===== src/rtl/alu_issue_ctrl.sv =====
// Four-state execute sequencer for the 16-bit extended ALU: accepts a request,
// reads the register file, drives the ALU, then writes the result and flags back.
module alu_issue_ctrl (
    input  logic        clk,
    input  logic        rst_n,
    input  logic        req_valid,
    output logic        req_ready,
    input  logic [3:0]  req_op,
    input  logic [1:0]  req_rs,
    input  logic [1:0]  req_rt,
    input  logic [1:0]  req_rd,
    input  logic [7:0]  req_imm,
    input  logic        req_use_imm,
    output logic [1:0]  rf_raddr1,
    output logic [1:0]  rf_raddr2,
    input  logic [15:0] rf_rdata1,
    input  logic [15:0] rf_rdata2,
    output logic [15:0] alu_a,
    output logic [15:0] alu_b,
    output logic        alu_bnegate,
    output logic [2:0]  alu_ctrl,
    input  logic        alu_zero,
    input  logic        alu_ovf,
    input  logic        alu_cout,
    input  logic [15:0] alu_rez,
    output logic        rf_we,
    output logic [1:0]  rf_waddr,
    output logic [15:0] rf_wdata,
    output logic        flag_z,
    output logic        flag_v,
    output logic        flag_c,
    output logic        err
);

    typedef enum logic [1:0] {
        S_IDLE = 2'd0,
        S_READ = 2'd1,
        S_EXEC = 2'd2,
        S_WB   = 2'd3
    } state_t;

    localparam logic [3:0] OP_ADD  = 4'd0;
    localparam logic [3:0] OP_SUB  = 4'd1;
    localparam logic [3:0] OP_AND  = 4'd2;
    localparam logic [3:0] OP_OR   = 4'd3;
    localparam logic [3:0] OP_XOR  = 4'd4;
    localparam logic [3:0] OP_NOR  = 4'd5;
    localparam logic [3:0] OP_SLT  = 4'd6;
    localparam logic [3:0] OP_SLTI = 4'd7;
    localparam logic [3:0] OP_MOD  = 4'd8;

    state_t      state, state_next;

    logic [3:0]  op_q;
    logic [1:0]  rs_q, rt_q, rd_q;
    logic [7:0]  imm_q;
    logic        use_imm_q;
    logic        illegal_q;
    logic [2:0]  ctrl_q;
    logic        bneg_q;
    logic [15:0] opa_q, opb_q;
    logic [15:0] rez_q;
    logic        zero_q, ovf_q, cout_q;
    logic        z_q, v_q, c_q;

    logic [2:0]  dec_ctrl;
    logic        dec_bneg;
    logic        dec_illegal;
    logic [15:0] imm_sext;
    logic        wb_ok;
    logic        arith_flags;

    always_comb begin
        dec_ctrl    = 3'b000;
        dec_bneg    = 1'b0;
        dec_illegal = 1'b0;
        unique case (req_op)
            OP_ADD:  dec_ctrl = 3'b010;
            OP_SUB:  begin dec_ctrl = 3'b010; dec_bneg = 1'b1; end
            OP_AND:  dec_ctrl = 3'b000;
            OP_OR:   dec_ctrl = 3'b001;
            OP_XOR:  dec_ctrl = 3'b100;
            OP_NOR:  dec_ctrl = 3'b101;
            OP_SLT:  begin dec_ctrl = 3'b011; dec_bneg = 1'b1; end
            OP_SLTI: dec_ctrl = 3'b110;
            OP_MOD:  dec_ctrl = 3'b111;
            default: dec_illegal = 1'b1;
        endcase
    end

    assign imm_sext    = {{8{imm_q[7]}}, imm_q};
    // A zero divisor is caught here rather than at decode because it depends on register data.
    assign wb_ok       = !illegal_q && !((op_q == OP_MOD) && (opb_q == 16'h0000));
    assign arith_flags = (op_q == OP_ADD) || (op_q == OP_SUB) || (op_q == OP_SLT);

    always_ff @(posedge clk or negedge rst_n) begin
        if (!rst_n) begin
            state <= S_IDLE;
        end else begin
            state <= state_next;
        end
    end

    always_comb begin
        state_next = state;
        req_ready  = 1'b0;
        rf_we      = 1'b0;
        err        = 1'b0;
        unique case (state)
            S_IDLE: begin
                req_ready = 1'b1;
                if (req_valid) begin
                    state_next = S_READ;
                end
            end
            S_READ: state_next = S_EXEC;
            S_EXEC: state_next = S_WB;
            S_WB: begin
                rf_we      = wb_ok && (rd_q != 2'd0);
                err        = !wb_ok;
                state_next = S_IDLE;
            end
            default: state_next = S_IDLE;
        endcase
    end

    always_ff @(posedge clk or negedge rst_n) begin
        if (!rst_n) begin
            op_q      <= '0;
            rs_q      <= '0;
            rt_q      <= '0;
            rd_q      <= '0;
            imm_q     <= '0;
            use_imm_q <= 1'b0;
            illegal_q <= 1'b0;
            ctrl_q    <= '0;
            bneg_q    <= 1'b0;
        end else if (state == S_IDLE && req_valid) begin
            op_q      <= req_op;
            rs_q      <= req_rs;
            rt_q      <= req_rt;
            rd_q      <= req_rd;
            imm_q     <= req_imm;
            use_imm_q <= req_use_imm;
            illegal_q <= dec_illegal;
            ctrl_q    <= dec_ctrl;
            bneg_q    <= dec_bneg;
        end
    end

    // SLTI always takes the immediate, whatever use_imm says.
    always_ff @(posedge clk or negedge rst_n) begin
        if (!rst_n) begin
            opa_q <= '0;
            opb_q <= '0;
        end else if (state == S_READ) begin
            opa_q <= rf_rdata1;
            opb_q <= (use_imm_q || (op_q == OP_SLTI)) ? imm_sext : rf_rdata2;
        end
    end

    always_ff @(posedge clk or negedge rst_n) begin
        if (!rst_n) begin
            rez_q  <= '0;
            zero_q <= 1'b0;
            ovf_q  <= 1'b0;
            cout_q <= 1'b0;
        end else if (state == S_EXEC) begin
            rez_q  <= alu_rez;
            zero_q <= alu_zero;
            ovf_q  <= alu_ovf;
            cout_q <= alu_cout;
        end
    end

    // Flags follow a legal op even when rd==0 suppresses the register write.
    always_ff @(posedge clk or negedge rst_n) begin
        if (!rst_n) begin
            z_q <= 1'b0;
            v_q <= 1'b0;
            c_q <= 1'b0;
        end else if (state == S_WB && wb_ok) begin
            z_q <= zero_q;
            v_q <= arith_flags ? ovf_q  : 1'b0;
            c_q <= arith_flags ? cout_q : 1'b0;
        end
    end

    assign rf_raddr1   = rs_q;
    assign rf_raddr2   = rt_q;
    assign alu_a       = opa_q;
    assign alu_b       = opb_q;
    assign alu_ctrl    = ctrl_q;
    assign alu_bnegate = bneg_q;
    assign rf_waddr    = rd_q;
    assign rf_wdata    = rez_q;
    assign flag_z      = z_q;
    assign flag_v      = v_q;
    assign flag_c      = c_q;

endmodule


===== config.mk =====
export PLATFORM = sky130hd
export DESIGN_NAME = alu_issue_ctrl
export DESIGN_NICKNAME = d
export VERILOG_FILES = /design/src/rtl/alu_issue_ctrl.sv
export SDC_FILE = /design/constraint.sdc
export NUM_CORES = 1
export LEC_CHECK = 0
export CORE_UTILIZATION = 46
export CTS_CLUSTER_DIAMETER = 50
export DETAILED_ROUTE_END_ITERATION = 6
export HOLD_SLACK_MARGIN = 0.06
export PLACE_DENSITY = 0.85
export SKIP_LAST_GASP = 1
export SYNTH_ARGS = -nofsm -noshare
export SYNTH_HDL_FRONTEND = slang
export SYNTH_SLANG_ARGS = --single-unit

===== constraint.sdc =====
create_clock -name clk -period 2.3 [get_ports clk]
set_input_delay 0.46 -clock clk [delete_from_list [all_inputs] [get_ports clk]]
set_output_delay 0.46 -clock clk [all_outputs]
set_load 0.01 [all_outputs]

Yosys cells after proc, flatten, opt, wreduce, memory -nomap -nowiden
Cells that the tools add are included.
{ "totals": {"inputBits": 73, "register_bits": 80, "word_cells": 65} }
{ "op_classes": {"eq_ne": 16, "reduce_logical": 19, "muxes": 11} }
{ "op_table": {"columns": ["operator", "n"], "rows": [
  ["4-bit by 3-bit == test with 1-bit output, second input constant", 6],
  ["3-bit case mux with 7 select lines", 1],
  ["16-bit zero test", 1],
  ["16-bit 2-to-1 mux", 1],
  ["9-bit OR reduction", 1],
  ["4-bit by 1-bit == test with 1-bit output, second input constant", 2],
  ["4-bit by 2-bit == test with 1-bit output, second input constant", 2],
  ["4-bit == test, second input constant", 2],
  ["4-bit zero test", 2],
  ["2-bit case mux with 4 select lines", 1],
  ["1-bit 2-to-1 mux", 7],
  ["1-bit logical AND", 5],
  ["2-bit == test, second input constant", 2],
  ["2-bit OR reduction", 2],
  ["1-bit zero test", 3],
  ["1-bit logical OR", 3],
  ["2-bit by 1-bit == test with 1-bit output, second input constant", 1],
  ["2-bit zero test", 1],
  ["2-bit 2-to-1 mux", 1],
  ["2-bit != test, second input constant", 1],
  ["2-bit nonzero test", 1]
]} }

Logic depth before layout (Yosys ltp)
{ "logic_depth": {"ltp_word": 6, "depth_mapped": 7} }

Worst setup path before layout
OpenSTA, ideal clock, no wires.
{ "synth_timing": {"kind": "register to output", "startpoint": "register opb_q[9] (netlist: alu_b[9])", "endpoint": "output port rf_we", "arrival_ns": 1.104, "slack_ns": 0.736, "path_stages_with_launch": 5, "path_cell_list": "dfrtp_1 nor4_1 nand3_1 o21ai_2 nor2_1"} }
{ "synth_via": {"elab_chain_cells": 6} }
{ "synth_rtl": {"columns": ["element", "line", "source"], "rows": [
  ["start: declaration", "61", "logic [15:0] opa_q, opb_q;"],
  ["start signal: assignment", "158", "opb_q <= (use_imm_q || (op_q == OP_SLTI)) ? imm_sext : rf_rdata2;"],
  ["16-bit zero test", "93", "assign wb_ok = !illegal_q && !((op_q == OP_MOD) && (opb_q == 16'h0000));"],
  ["1-bit logical AND", "93", null],
  ["1-bit zero test", "93", null],
  ["1-bit logical AND", "93", null],
  ["1-bit logical AND", "119", "rf_we = wb_ok && (rd_q != 2'd0);"],
  ["1-bit 2-to-1 mux", "109", "unique case (state)"],
  ["end: declaration", "26", "output logic rf_we,"]
]} }
Every way passes these cells.

Final worst setup path
{ "layout_timing": {"startpoint": "register op_q[0]", "endpoint": "output port rf_we"} }
{ "layout_via": {"elab_chain_cells": 6} }
{ "layout_rtl": {"columns": ["element", "line", "source"], "rows": [
  ["start: declaration", "54", "logic [3:0] op_q;"],
  ["start signal: assignment", "139", "op_q <= req_op;"],
  ["4-bit == test", "93", null],
  ["1-bit logical AND", "93", null],
  ["1-bit zero test", "93", null],
  ["1-bit logical AND", "93", null],
  ["1-bit logical AND", "119", null],
  ["1-bit 2-to-1 mux", "109", null]
]} }
Every way passes these cells.

==> impl_metrics.toml <==
[status]
outcome = "finished, final reports clean"

[drt]
viasPerCell = 5.06
vias = 2535
wire_per_inst_um = 14.9
drt_iter0_drc = 68
dr.pass1.iters = 4
drt-total-wl_mm = 7.46
antenna_left = 0
route.detailed.drc = 0

[floorplan]
coreArea_mm2 = 0.00691
initial_core_util_pct = 48.5
io_pins = 137
die-area_mm2 = 0.00763
fp.dieW_um = 87.3
die_y_um = 87.3
rows = 30

[synth]
ys_warn_count = 0
synth_area_mm2 = 0.00335
syn_nets = 338
synth_compound_area_share_pct = 7.77
yosys.area_share.simple_pct = 7.28
synth_top_area_cell = "dfrtp_1"
muxShareOfSynthArea_pct = 20.6
synth_top_family_by_area = "multiplexers"
ys_seq_area_share_pct = 59.7
synthXorXnorAreaFrac_pct = 0.261
netlist_instances = 261
netlist.area_leader.share_pct = 59.7
synthDistinctLibCells = 32
postSynthAreaPerCell_um2 = 12.8
ys_ff_latch = 80
synthAdderAreaFrac_pct = 1.49
synth_area_leaders = "dfrtp_1 60%, mux2_2 18%, a21oi_1 4.5%"

[cts]
cts_buffers = 9
path_clk_slew_ns = 0.08
postCtsSetupRepairBufs = 0
clock_sinks = 80
clock_latency_ns = 0.34
htree_levels = 3
cts_buffer_depth = 2
root_buffer = "clkbuf_8"
cts_tree = "built"

[global_routing]
track_usage_pct = 20.8
grt-ovfl-total = 0
grt_max_degree = 53
grt_pass1_vias = 2477
antenna_found_initial = 0
grt_first_pass_wirelength_mm = 11.8

[worst_setup_path]
worstPathArrival_ns = 1.76
startpoint_type = "flop"
reg2reg_to = "alu_b[5]"
crit_path_end_kind = "output pin"
r2r_setup_slack_ns = 0.59
cp_max_fo = 4
critPathKind = "flop to output pin"
timing.rr.start = "state[1]"
required_ns = 1.84
reg2reg_depth = 5

[finish]
antenna_cells = 0
areaGrowthSynthToFinish_pct = 50.6
nets = 477
drive_gt1_share_pct = 20.7
final_core_util_pct = 73.1

[timing]
fmax_mhz = 451
setup_viol = 0
skew_ns = 0.00639
fin_crit_sh_pct = 96.3
fin_tns_setup_ns = 0
finalMaxSlewViolations = 0
slew_headroom_pct = 56.4
fin_crit_ns = 2.22
worstMarginPinSlew_ns = 0.654
timing.final.hold_violations = 0

[hold_path]
hold_depth = 2
hp-class = "flop to flop"
holdCritStartpoint = "alu_ctrl[1]"
hold_end = "alu_ctrl[1]"

[placed_design]
hpwl_mm = 5.57
io_buffers = 136
gp_congestion = 0.722

[power_and_ir_drop]
powerDensity_mw_per_mm2 = 1360
power_leakage_nw = 2.09
ir_worst_vdd_uv = 638

[flow_run]
drv_cap = 0
area by class of cell:
type,count,area (um^2)
Clock buffer,10,128
Clock inverter,6,60.1
Fill cell,515,1860
Inverter,5,18.8
Multi-Input combinational cell,161,1280
Sequential cell,80,2000
Tap cell,96,120
Timing Repair Buffer,143,1440
report_power, final:
group | total [mW] | switching, mW | internal, mW | leakage, nW
clock network | 0.977 | 0.482 | 0.496 | 0.0920
registers | 2.59 | 0.467 | 2.13 | 0.941
logic | 3.29 | 1.35 | 1.95 | 1.06
synth_stat cells:
| library cell | count |
|---|---|
| a21oi_1 | 30 |
| a31oi_1 | 1 |
| and3b_1 | 1 |
| and4b_4 | 1 |
| buf_2 | 7 |
| buf_4 | 1 |
| buf_6 | 1 |
| clkbuf_1 | 5 |
| clkbuf_2 | 1 |
| dfrtp_1 | 80 |
| ha_1 | 4 |
| inv_1 | 5 |
| mux2_1 | 1 |
| mux2_2 | 54 |
| mux2i_1 | 7 |
| nand2_1 | 10 |
| nand2b_1 | 1 |
| nand3_1 | 1 |
| nand3b_1 | 1 |
| nand4b_1 | 1 |
| nor2_1 | 24 |
| nor2_8 | 1 |
| nor2b_1 | 1 |
| nor4_1 | 3 |
| nor4_2 | 1 |
| o21a_1 | 2 |
| o21ai_0 | 8 |
| o21ai_2 | 1 |
| o2bb2ai_1 | 2 |
| o31ai_1 | 3 |
| or3b_1 | 1 |
| xor2_1 | 1 |
cells in the final DEF (no fill, tap or decap), drive strengths merged, types with 3 or more instances in the layout:
master / count
a21oi: 30
clkinv: 3
mux2i: 7
dfrtp: 80
nand2: 10
nor4: 4
nor2: 25
o21ai: 9
buf: 7
o31ai: 3
mux2: 55
inv: 5
clkbuf: 10
clkdlybuf4s50: 133
ha: 4
stage by stage:
stage / cells / setup WS [ns] / area, um^2 / hold slack (ns) / total power, mW
global route: 501 / -0.0116 / 5050 / 0.517 / 7.34
finish: 501 / 0.0842 / 5050 / 0.499 / 6.87
floorplan: 261 / 0.736 / 3350 / 0.164 / 4.28
detailed placement: 484 / 0.0853 / 4820 / 0.409 / 5.93
global placement: 484 / 0.131 / 4820 / 0.401 / 5.81
CTS: 501 / 0.0252 / 5040 / 0.505 / 6.94
worst max-delay path, cell delays in order (launching register included):
cell and delay (ns):
dfrtp_1 0.44, nor4_4 0.31, nand3_1 0.14, o21ai_2 0.19, nor2_1 0.05, dlygate4sd2_1 0.28
state kept, by name, summed over array words and instances, names as in the netlist:
signal / count
rf_waddr: 2
ovf_q: 1
rf_raddr2: 2
use_imm_q: 1
rf_raddr1: 2
alu_ctrl: 3
illegal_q: 1
op_q: 4
zero_q: 1
state: 2
alu_b: 16
alu_bnegate: 1
imm_q: 8
flag_v: 1
flag_c: 1
flag_z: 1
alu_a: 16
rf_wdata: 16
cout_q: 1
metal layers:
metal,GRT usage [%],part of all wire [%],vias up
met5,0,0,-
met4,9.54,2.0,0
met3,5.40,7.5,15
met2,34.7,49,99
met1,25.4,42,1228
li1,-,-,1193
how the worst max path moves through the flow:
stage | from | end | slack (ns) | cells past startpoint
global placement | alu_b[1] | err | 0.13 | 5
CTS | alu_b[2] | rf_we | 0.03 | 5
detailed placement | alu_b[1] | err | 0.09 | 5
finish | op_q[0] | rf_we | 0.08 | 5
floorplan | alu_b[9] | rf_we | 0.74 | 4
global route | op_q[0] | rf_we | -0.01 | 5
logic make-up (layout without fill, tap and decap cells):
family,Yosys count,after routing
XOR/XNOR,1,1
multiplexers,62,62
AO/OA/AOI/OAI,47,47
AND/OR/NAND/NOR,47,47
adder cells (fa/ha/maj),4,4
buffers and inverters,20,164
flip-flops,80,80
timing repair:
item,CTS,global route
pin swaps,5,5
endpoints found under the setup margin,2,2
hold buffers,1,0
hold endpoints to repair,28,0
resized for setup,5,1
(Power assumes the default switching activity.)
